File: src/rtl/ps2_receive_if.sv
// Bundle of PS/2 receiver pins, control and result signals.
// master: the receiver (reads pins, drives results); slave: the consumer side.
interface ps2_receive_if;
  logic       ps2c;
  logic       ps2d;
  logic       rx_enable;
  logic [7:0] dout;
  logic       rx_done_tick;
  logic       parity_err;
  logic       frame_err;
  logic       timeout_err;
  logic       rx_idle;

  modport master (
    input  ps2c,
    input  ps2d,
    input  rx_enable,
    output dout,
    output rx_done_tick,
    output parity_err,
    output frame_err,
    output timeout_err,
    output rx_idle
  );

  modport slave (
    output ps2c,
    output ps2d,
    output rx_enable,
    input  dout,
    input  rx_done_tick,
    input  parity_err,
    input  frame_err,
    input  timeout_err,
    input  rx_idle
  );
endinterface

File: src/rtl/ps2_receive.sv
// Device-to-host PS/2 receiver: synchronizes and filters ps2c, samples ps2d on
// each accepted falling edge, and assembles start/8 data/odd parity/stop frames.
module ps2_receive #(
  parameter int unsigned FILTER_LEN     = 8,
  parameter int unsigned TIMEOUT_CYCLES = 20000
) (
  input logic           clk,
  input logic           reset,
  ps2_receive_if.master bus
);

  localparam int unsigned TmoW = (TIMEOUT_CYCLES > 1) ? $clog2(TIMEOUT_CYCLES) : 1;
  localparam logic [TmoW-1:0] TmoMax = TmoW'(TIMEOUT_CYCLES - 1);

  typedef enum logic [1:0] {StIdle, StRecv, StDone} state_e;

  // Input conditioning
  logic [1:0]            c_sync_q, c_sync_d;
  logic [1:0]            d_sync_q, d_sync_d;
  logic [FILTER_LEN-1:0] filt_q, filt_d;
  logic                  fc_q, fc_d;
  logic                  filt_zero, filt_one;
  logic                  fall_tick;
  logic                  rx_bit;

  // FSM and datapath
  state_e          state_q, state_d;
  logic [3:0]      n_q, n_d;
  logic [9:0]      shreg_q, shreg_d;
  logic [TmoW-1:0] tmo_q, tmo_d;
  logic [7:0]      dout_q, dout_d;
  logic            to_pulse_q, to_pulse_d;

  // Synchronizer/filter next state; fc only moves on a full run of equal samples
  always_comb begin
    c_sync_d  = {c_sync_q[0], bus.ps2c};
    d_sync_d  = {d_sync_q[0], bus.ps2d};
    filt_d    = {c_sync_q[1], filt_q[FILTER_LEN-1:1]};
    filt_zero = (filt_q == '0);
    filt_one  = &filt_q;
    fc_d      = fc_q;
    if (filt_one) begin
      fc_d = 1'b1;
    end else if (filt_zero) begin
      fc_d = 1'b0;
    end
    // High for exactly the one cycle between filter going all-zero and fc dropping
    fall_tick = filt_zero & fc_q;
    rx_bit    = d_sync_q[1];
  end

  // State and datapath registers
  always_ff @(posedge clk) begin
    if (reset) begin
      c_sync_q   <= 2'b11;
      d_sync_q   <= 2'b11;
      filt_q     <= '1;
      fc_q       <= 1'b1;
      state_q    <= StIdle;
      n_q        <= '0;
      shreg_q    <= '0;
      tmo_q      <= '0;
      dout_q     <= '0;
      to_pulse_q <= 1'b0;
    end else begin
      c_sync_q   <= c_sync_d;
      d_sync_q   <= d_sync_d;
      filt_q     <= filt_d;
      fc_q       <= fc_d;
      state_q    <= state_d;
      n_q        <= n_d;
      shreg_q    <= shreg_d;
      tmo_q      <= tmo_d;
      dout_q     <= dout_d;
      to_pulse_q <= to_pulse_d;
    end
  end

  // Next-state and datapath updates
  always_comb begin
    state_d    = state_q;
    n_d        = n_q;
    shreg_d    = shreg_q;
    tmo_d      = tmo_q;
    dout_d     = dout_q;
    to_pulse_d = 1'b0;
    unique case (state_q)
      StIdle: begin
        if (fall_tick && !rx_bit && bus.rx_enable) begin
          state_d = StRecv;
          n_d     = 4'd9;
          tmo_d   = '0;
        end
      end
      StRecv: begin
        if (!bus.rx_enable) begin
          // Silent abort: enable loss beats a coincident timeout
          state_d = StIdle;
        end else if (fall_tick) begin
          shreg_d = {rx_bit, shreg_q[9:1]};
          tmo_d   = '0;
          n_d     = n_q - 4'd1;
          if (n_q == 4'd0) begin
            // Stop bit just arrived: publish the byte so it is valid in DONE
            state_d = StDone;
            dout_d  = shreg_d[7:0];
          end
        end else if (tmo_q == TmoMax) begin
          state_d    = StIdle;
          to_pulse_d = 1'b1;
        end else begin
          tmo_d = tmo_q + 1'b1;
        end
      end
      StDone: begin
        state_d = StIdle;
      end
      default: begin
        state_d = StIdle;
      end
    endcase
  end

  // Outputs: strobes decode DONE; shreg holds {stop, parity, d7..d0} there
  always_comb begin
    bus.dout         = dout_q;
    bus.rx_done_tick = (state_q == StDone);
    bus.parity_err   = (state_q == StDone) & ~(^shreg_q[8:0]);
    bus.frame_err    = (state_q == StDone) & ~shreg_q[9];
    bus.timeout_err  = to_pulse_q;
    bus.rx_idle      = (state_q == StIdle);
  end

endmodule

File: src/flat_wrapper.sv
// flat-port wrapper written by rule: the top's interface ports become plain ports
module ps2_receive_flat 
#(
  parameter int unsigned FILTER_LEN     = 8,
  parameter int unsigned TIMEOUT_CYCLES = 20000
)
  (clk, reset, bus_ps2c, bus_ps2d, bus_rx_enable, bus_dout, bus_rx_done_tick, bus_parity_err, bus_frame_err, bus_timeout_err, bus_rx_idle);
  ps2_receive_if bus_i ();
  input logic clk;
  input logic reset;
  input wire logic [$bits(bus_i.ps2c)-1:0] bus_ps2c;
  input wire logic [$bits(bus_i.ps2d)-1:0] bus_ps2d;
  input wire logic [$bits(bus_i.rx_enable)-1:0] bus_rx_enable;
  output wire logic [$bits(bus_i.dout)-1:0] bus_dout;
  output wire logic [$bits(bus_i.rx_done_tick)-1:0] bus_rx_done_tick;
  output wire logic [$bits(bus_i.parity_err)-1:0] bus_parity_err;
  output wire logic [$bits(bus_i.frame_err)-1:0] bus_frame_err;
  output wire logic [$bits(bus_i.timeout_err)-1:0] bus_timeout_err;
  output wire logic [$bits(bus_i.rx_idle)-1:0] bus_rx_idle;
  assign bus_i.ps2c = bus_ps2c;
  assign bus_i.ps2d = bus_ps2d;
  assign bus_i.rx_enable = bus_rx_enable;
  assign bus_dout = bus_i.dout;
  assign bus_rx_done_tick = bus_i.rx_done_tick;
  assign bus_parity_err = bus_i.parity_err;
  assign bus_frame_err = bus_i.frame_err;
  assign bus_timeout_err = bus_i.timeout_err;
  assign bus_rx_idle = bus_i.rx_idle;
  ps2_receive #(.FILTER_LEN(FILTER_LEN), .TIMEOUT_CYCLES(TIMEOUT_CYCLES)) u_core (.clk(clk), .reset(reset), .bus(bus_i));
endmodule
File: config.mk
export PLATFORM = sky130hd
export DESIGN_NAME = ps2_receive_flat
export DESIGN_NICKNAME = d
export VERILOG_FILES = /design/src/rtl/ps2_receive_if.sv /design/src/rtl/ps2_receive.sv /design/src/flat_wrapper.sv
export SDC_FILE = /design/constraint.sdc
export NUM_CORES = 1
export LEC_CHECK = 0
export CAP_MARGIN = 40
export CORE_AREA = 2 2 71 90
export CTS_CLUSTER_DIAMETER = 40
export DETAILED_ROUTE_END_ITERATION = 12
export DIE_AREA = 0 0 73 92
export PLACE_DENSITY = 0.71
export SLEW_MARGIN = 40
export SYNTH_ARGS = -nofsm -noshare
export SYNTH_HDL_FRONTEND = slang
export SYNTH_SLANG_ARGS = --single-unit
File: constraint.sdc
create_clock -name clk -period 2.2 [get_ports clk]
set_clock_uncertainty 0.2 [all_clocks]
set_input_delay 0.22 -clock clk [delete_from_list [all_inputs] [get_ports clk]]
set_output_delay 0.22 -clock clk [all_outputs]
set_load 0.005 [all_outputs]
==> results.sh, run 1 <==
export IMPL_ant_nets=0
export IMPL_hold_wc_path_type="register to register"
export IMPL_rrSetupSlack_ns=0.02
export IMPL_hold_endpoint="u_core.d_sync_q[1]$_SDFF_PP1_"
export IMPL_start_util=0.433
export IMPL_design_final_nets=316
export IMPL_timing_critical_path_fanout_max=8
export IMPL_drt_first_iter_violations=133
export IMPL_yosys_warnings=0
export IMPL_first_global_vias=2132
export IMPL_globalRoute_totalOverflow=0
export IMPL_synth_top_flop_cell="dfxtp_1"
export IMPL_setup_violations_final=0
export IMPL_critical_path_startpoint="u_core.tmo_q[12]$_SDFFE_PP0P_"
export IMPL_finish_utilization=0.522
export IMPL_final_layout_size_suffix_gt1_frac=0.265
export IMPL_area_delta_synth_final_pct=20.7
export IMPL_synth_async_sr_flop_share=0
export IMPL_die_h_um=92
export IMPL_path_class="register to register"
export IMPL_number_of_antenna_violations_at_the_first_check_in_global_routing=0
export IMPL_clock_fmax_mhz=459
export IMPL_timing_max_transition_violations_final=0
export IMPL_layout_cell_area_non_filler_sq_um=3120
export IMPL_routed_via_density=5.79
export IMPL_ir_drop_v=0.000381
export IMPL_relSlewSlack=0.697
export IMPL_cts_hold_fix_buffers=0
export IMPL_endpoints_failing_hold=0
export IMPL_place_detailed_hpwl_mm=4.02
export IMPL_worstSetupEndpointType="register"
export IMPL_yosys_cell_types=59
export IMPL_worstMarginPinSlew_ns=0.451
export IMPL_worstReg2RegStart="u_core.tmo_q[12]$_SDFFE_PP0P_"
export IMPL_floorplan_io_pins=18
export IMPL_gr_usage_all_layers=0.186
export IMPL_cts_max_path_buffers=2
export IMPL_cts_max_level=2
export IMPL_synth_net_count=280
export IMPL_r2r_cells=5
export IMPL_syn_mean_instance_area_sq_um=9.49
export IMPL_synth_seq_cells=53
export IMPL_grt_start_max_net_pins=29
export IMPL_clock_sink_count=53
export IMPL_drcViolationCount=0
export IMPL_clockRootBuffer="clkbuf_8"
export IMPL_power_per_cell_area_nw_per_um2=507
export IMPL_synth_cells=272
export IMPL_max_cap_viol_count=0
export IMPL_clkLatencyLatePin_ns=0.31
export IMPL_grt_first_pass_wirelength_mm=10.0
export IMPL_rows=32
export IMPL_grt_busiest_layer="met2"
export IMPL_grt_met1_use=0.234
export IMPL_placer_congestion=0.876
export IMPL_route_vias_total=2181
export IMPL_synth_enable_flop_cells=0
export IMPL_timing_critical_path_required_ns=2.18
export IMPL_floorplan_die_width_um=73
export IMPL_period_share=0.990
export IMPL_critical_path_reg2reg_endpoint="u_core.tmo_q[0]$_SDFFE_PP0P_"
export IMPL_routedWlPerCell_um=15.6
export IMPL_cts_buffers_inserted=5
export IMPL_rsz_0062_raised_after_global_routing="yes"
export IMPL_cts_reportedPaths_clkPinSlew_ns=0.11
export IMPL_numPortBuffers=17
export IMPL_start_kind="register"
export IMPL_period_minus_slack_ns=2.18
export IMPL_hold_path_cells=1
export IMPL_detail_route_wirelength_mm=5.90
export IMPL_globalRouteMet2Util=0.315
export IMPL_cp_arrival_ns=2.16
export IMPL_dpl_instance_area_sq_um=2990
export IMPL_seq_area_frac_synth=0.411
export IMPL_leakagePower_nw=1.28
export IMPL_syn_cell_area_sq_um=2580
export IMPL_die_area_sq_um=6720
export IMPL_groute_layer_met3_usage=0.0308
export IMPL_number_of_diodes_added_for_antenna_fixing=0
export IMPL_core_area_sq_um=5970
export IMPL_drtPass1Iterations=4
export IMPL_hold_path_startpoint="u_core.d_sync_q[0]$_SDFF_PP1_"
export IMPL_cts_tree="yes"
export IMPL_outcome="finished, final reports clean"
placed cells by master (no fill, tap or decap), types with 2 or more instances in the layout:
cell / count
xnor2_1: 2
o311ai_2: 6
nand3_1: 12
or4_4: 2
nor2_1: 25
nand4_1: 14
nand2_1: 10
a211o_1: 2
nand2b_1: 2
and4_1: 7
dfxtp_2: 4
or2_2: 12
dfxtp_1: 48
o22ai_1: 3
or4b_2: 2
ha_1: 2
a32oi_1: 3
inv_1: 15
a21oi_1: 4
clkbuf_8: 5
nand4b_1: 3
o2111ai_1: 2
nand3b_1: 3
buf_4: 30
clkdlybuf4s50_1: 15
o211ai_1: 2
nor3_1: 8
xnor2_2: 3
nor4_1: 4
a311oi_1: 2
mux2i_1: 20
per-layer routing:
layer  part of all wire  wire [um]
met1               0.45       2670
met2               0.48       2820
met3              0.046        272
met4              0.023        134
met5                  0          0
sequential cells by signal (all words and copies together), names as in the netlist:
signal,flops
u_core.bus.dout,8
u_core.state_q,2
u_core.d_sync_q,2
u_core.filt_q,8
u_core.fc_q,1
u_core.bus.timeout_err,1
u_core.shreg_q,10
u_core.c_sync_q,2
u_core.n_q,4
u_core.tmo_q,15
metrics by stage:
stage | hold slack [ns] | cells | worst slack (ns) | total power [mW] | setup TNS, ns
final | 0.218 | 377 | 0.0220 | 1.58 | 0
after global routing | 0.241 | 377 | -0.0239 | 1.63 | -0.0678
after CTS | 0.218 | 377 | 0.0162 | 1.59 | 0
after detailed placement | 0.195 | 368 | 0.0260 | 1.03 | 0
after global placement | 0.191 | 368 | 0.0379 | 1.03 | 0
after floorplan | 0.124 | 272 | 0.120 | 1.01 | 0
critical path: stages (launching register included):
cell and delay [ns]:
dfxtp_2 0.34, or4_4 0.52, or4_4 0.55, buf_12 0.16, nand4_1 0.16, o22ai_1 0.12
worst max-delay path by stage:
stage                     slack, ns                      endpoint
final                          0.02  u_core.tmo_q[0]$_SDFFE_PP0P_
after global routing          -0.02  u_core.tmo_q[7]$_SDFFE_PP0P_
after CTS                      0.02  u_core.tmo_q[7]$_SDFFE_PP0P_
after detailed placement       0.03  u_core.tmo_q[7]$_SDFFE_PP0P_
after global placement         0.04  u_core.tmo_q[7]$_SDFFE_PP0P_
after floorplan                0.12  u_core.tmo_q[7]$_SDFFE_PP0P_
timing repair:
action,CTS,global route
buffers inserted,1,0
resized for setup,8,6
setup endpoints to repair,1,12
pin swaps,3,3
synth_stat cells (4+ instances only):
| library cell | instances | area share |
|---|---|---|
| nor2_1 | 25 | 0.036 |
| or2_2 | 12 | 0.029 |
| mux2i_1 | 20 | 0.078 |
| and4_1 | 7 | 0.024 |
| nand2_1 | 10 | 0.015 |
| nand4_1 | 14 | 0.034 |
| clkbuf_1 | 14 | 0.020 |
| nor3_1 | 8 | 0.016 |
| nand3_1 | 12 | 0.023 |
| a21oi_1 | 4 | 0.0078 |
| xnor2_1 | 5 | 0.017 |
| inv_1 | 15 | 0.022 |
| nor4_1 | 4 | 0.0097 |
| o311ai_2 | 6 | 0.038 |
| buf_2 | 4 | 0.0078 |
| dfxtp_1 | 53 | 0.41 |
cells by family (layout without fill, tap and decap cells):
family / count (synthesis) / count (layout) / synth area share
simple gates: 116 / 116 / 0.265
flops: 53 / 53 / 0.411
compound gates: 38 / 38 / 0.147
buf+inv: 35 / 72 / 0.0557
mux: 20 / 20 / 0.0776
xor+xnor: 7 / 7 / 0.0291
fa+ha+maj: 3 / 3 / 0.0145
final cells by class:
class                   count  area, sq um
flip-flops and latches     53         1070
well taps                  68         85.1
clock inverters             3         21.3
fillers                   554         2850
inverters                  16         60.1
multi-input cells         184         1410
repair buffers             48          405
clock buffers               5         68.8
where the power goes:
group          total [mW]  switching [mW]  internal [mW]  leakage, nW
Clock               0.574           0.347          0.227       0.0445
Sequential          0.964         0.00168          0.962        0.431
Combinational      0.0413          0.0269         0.0144        0.807
Total                1.58           0.376           1.20         1.28
Power figures use the tool's default switching activity.
==> run 2: changes to the inputs <==
- HOLD_SLACK_MARGIN: not set -> 0.08
==> results of run 2 <==
Final layout, timing and power as in run 1 (identical DEF).
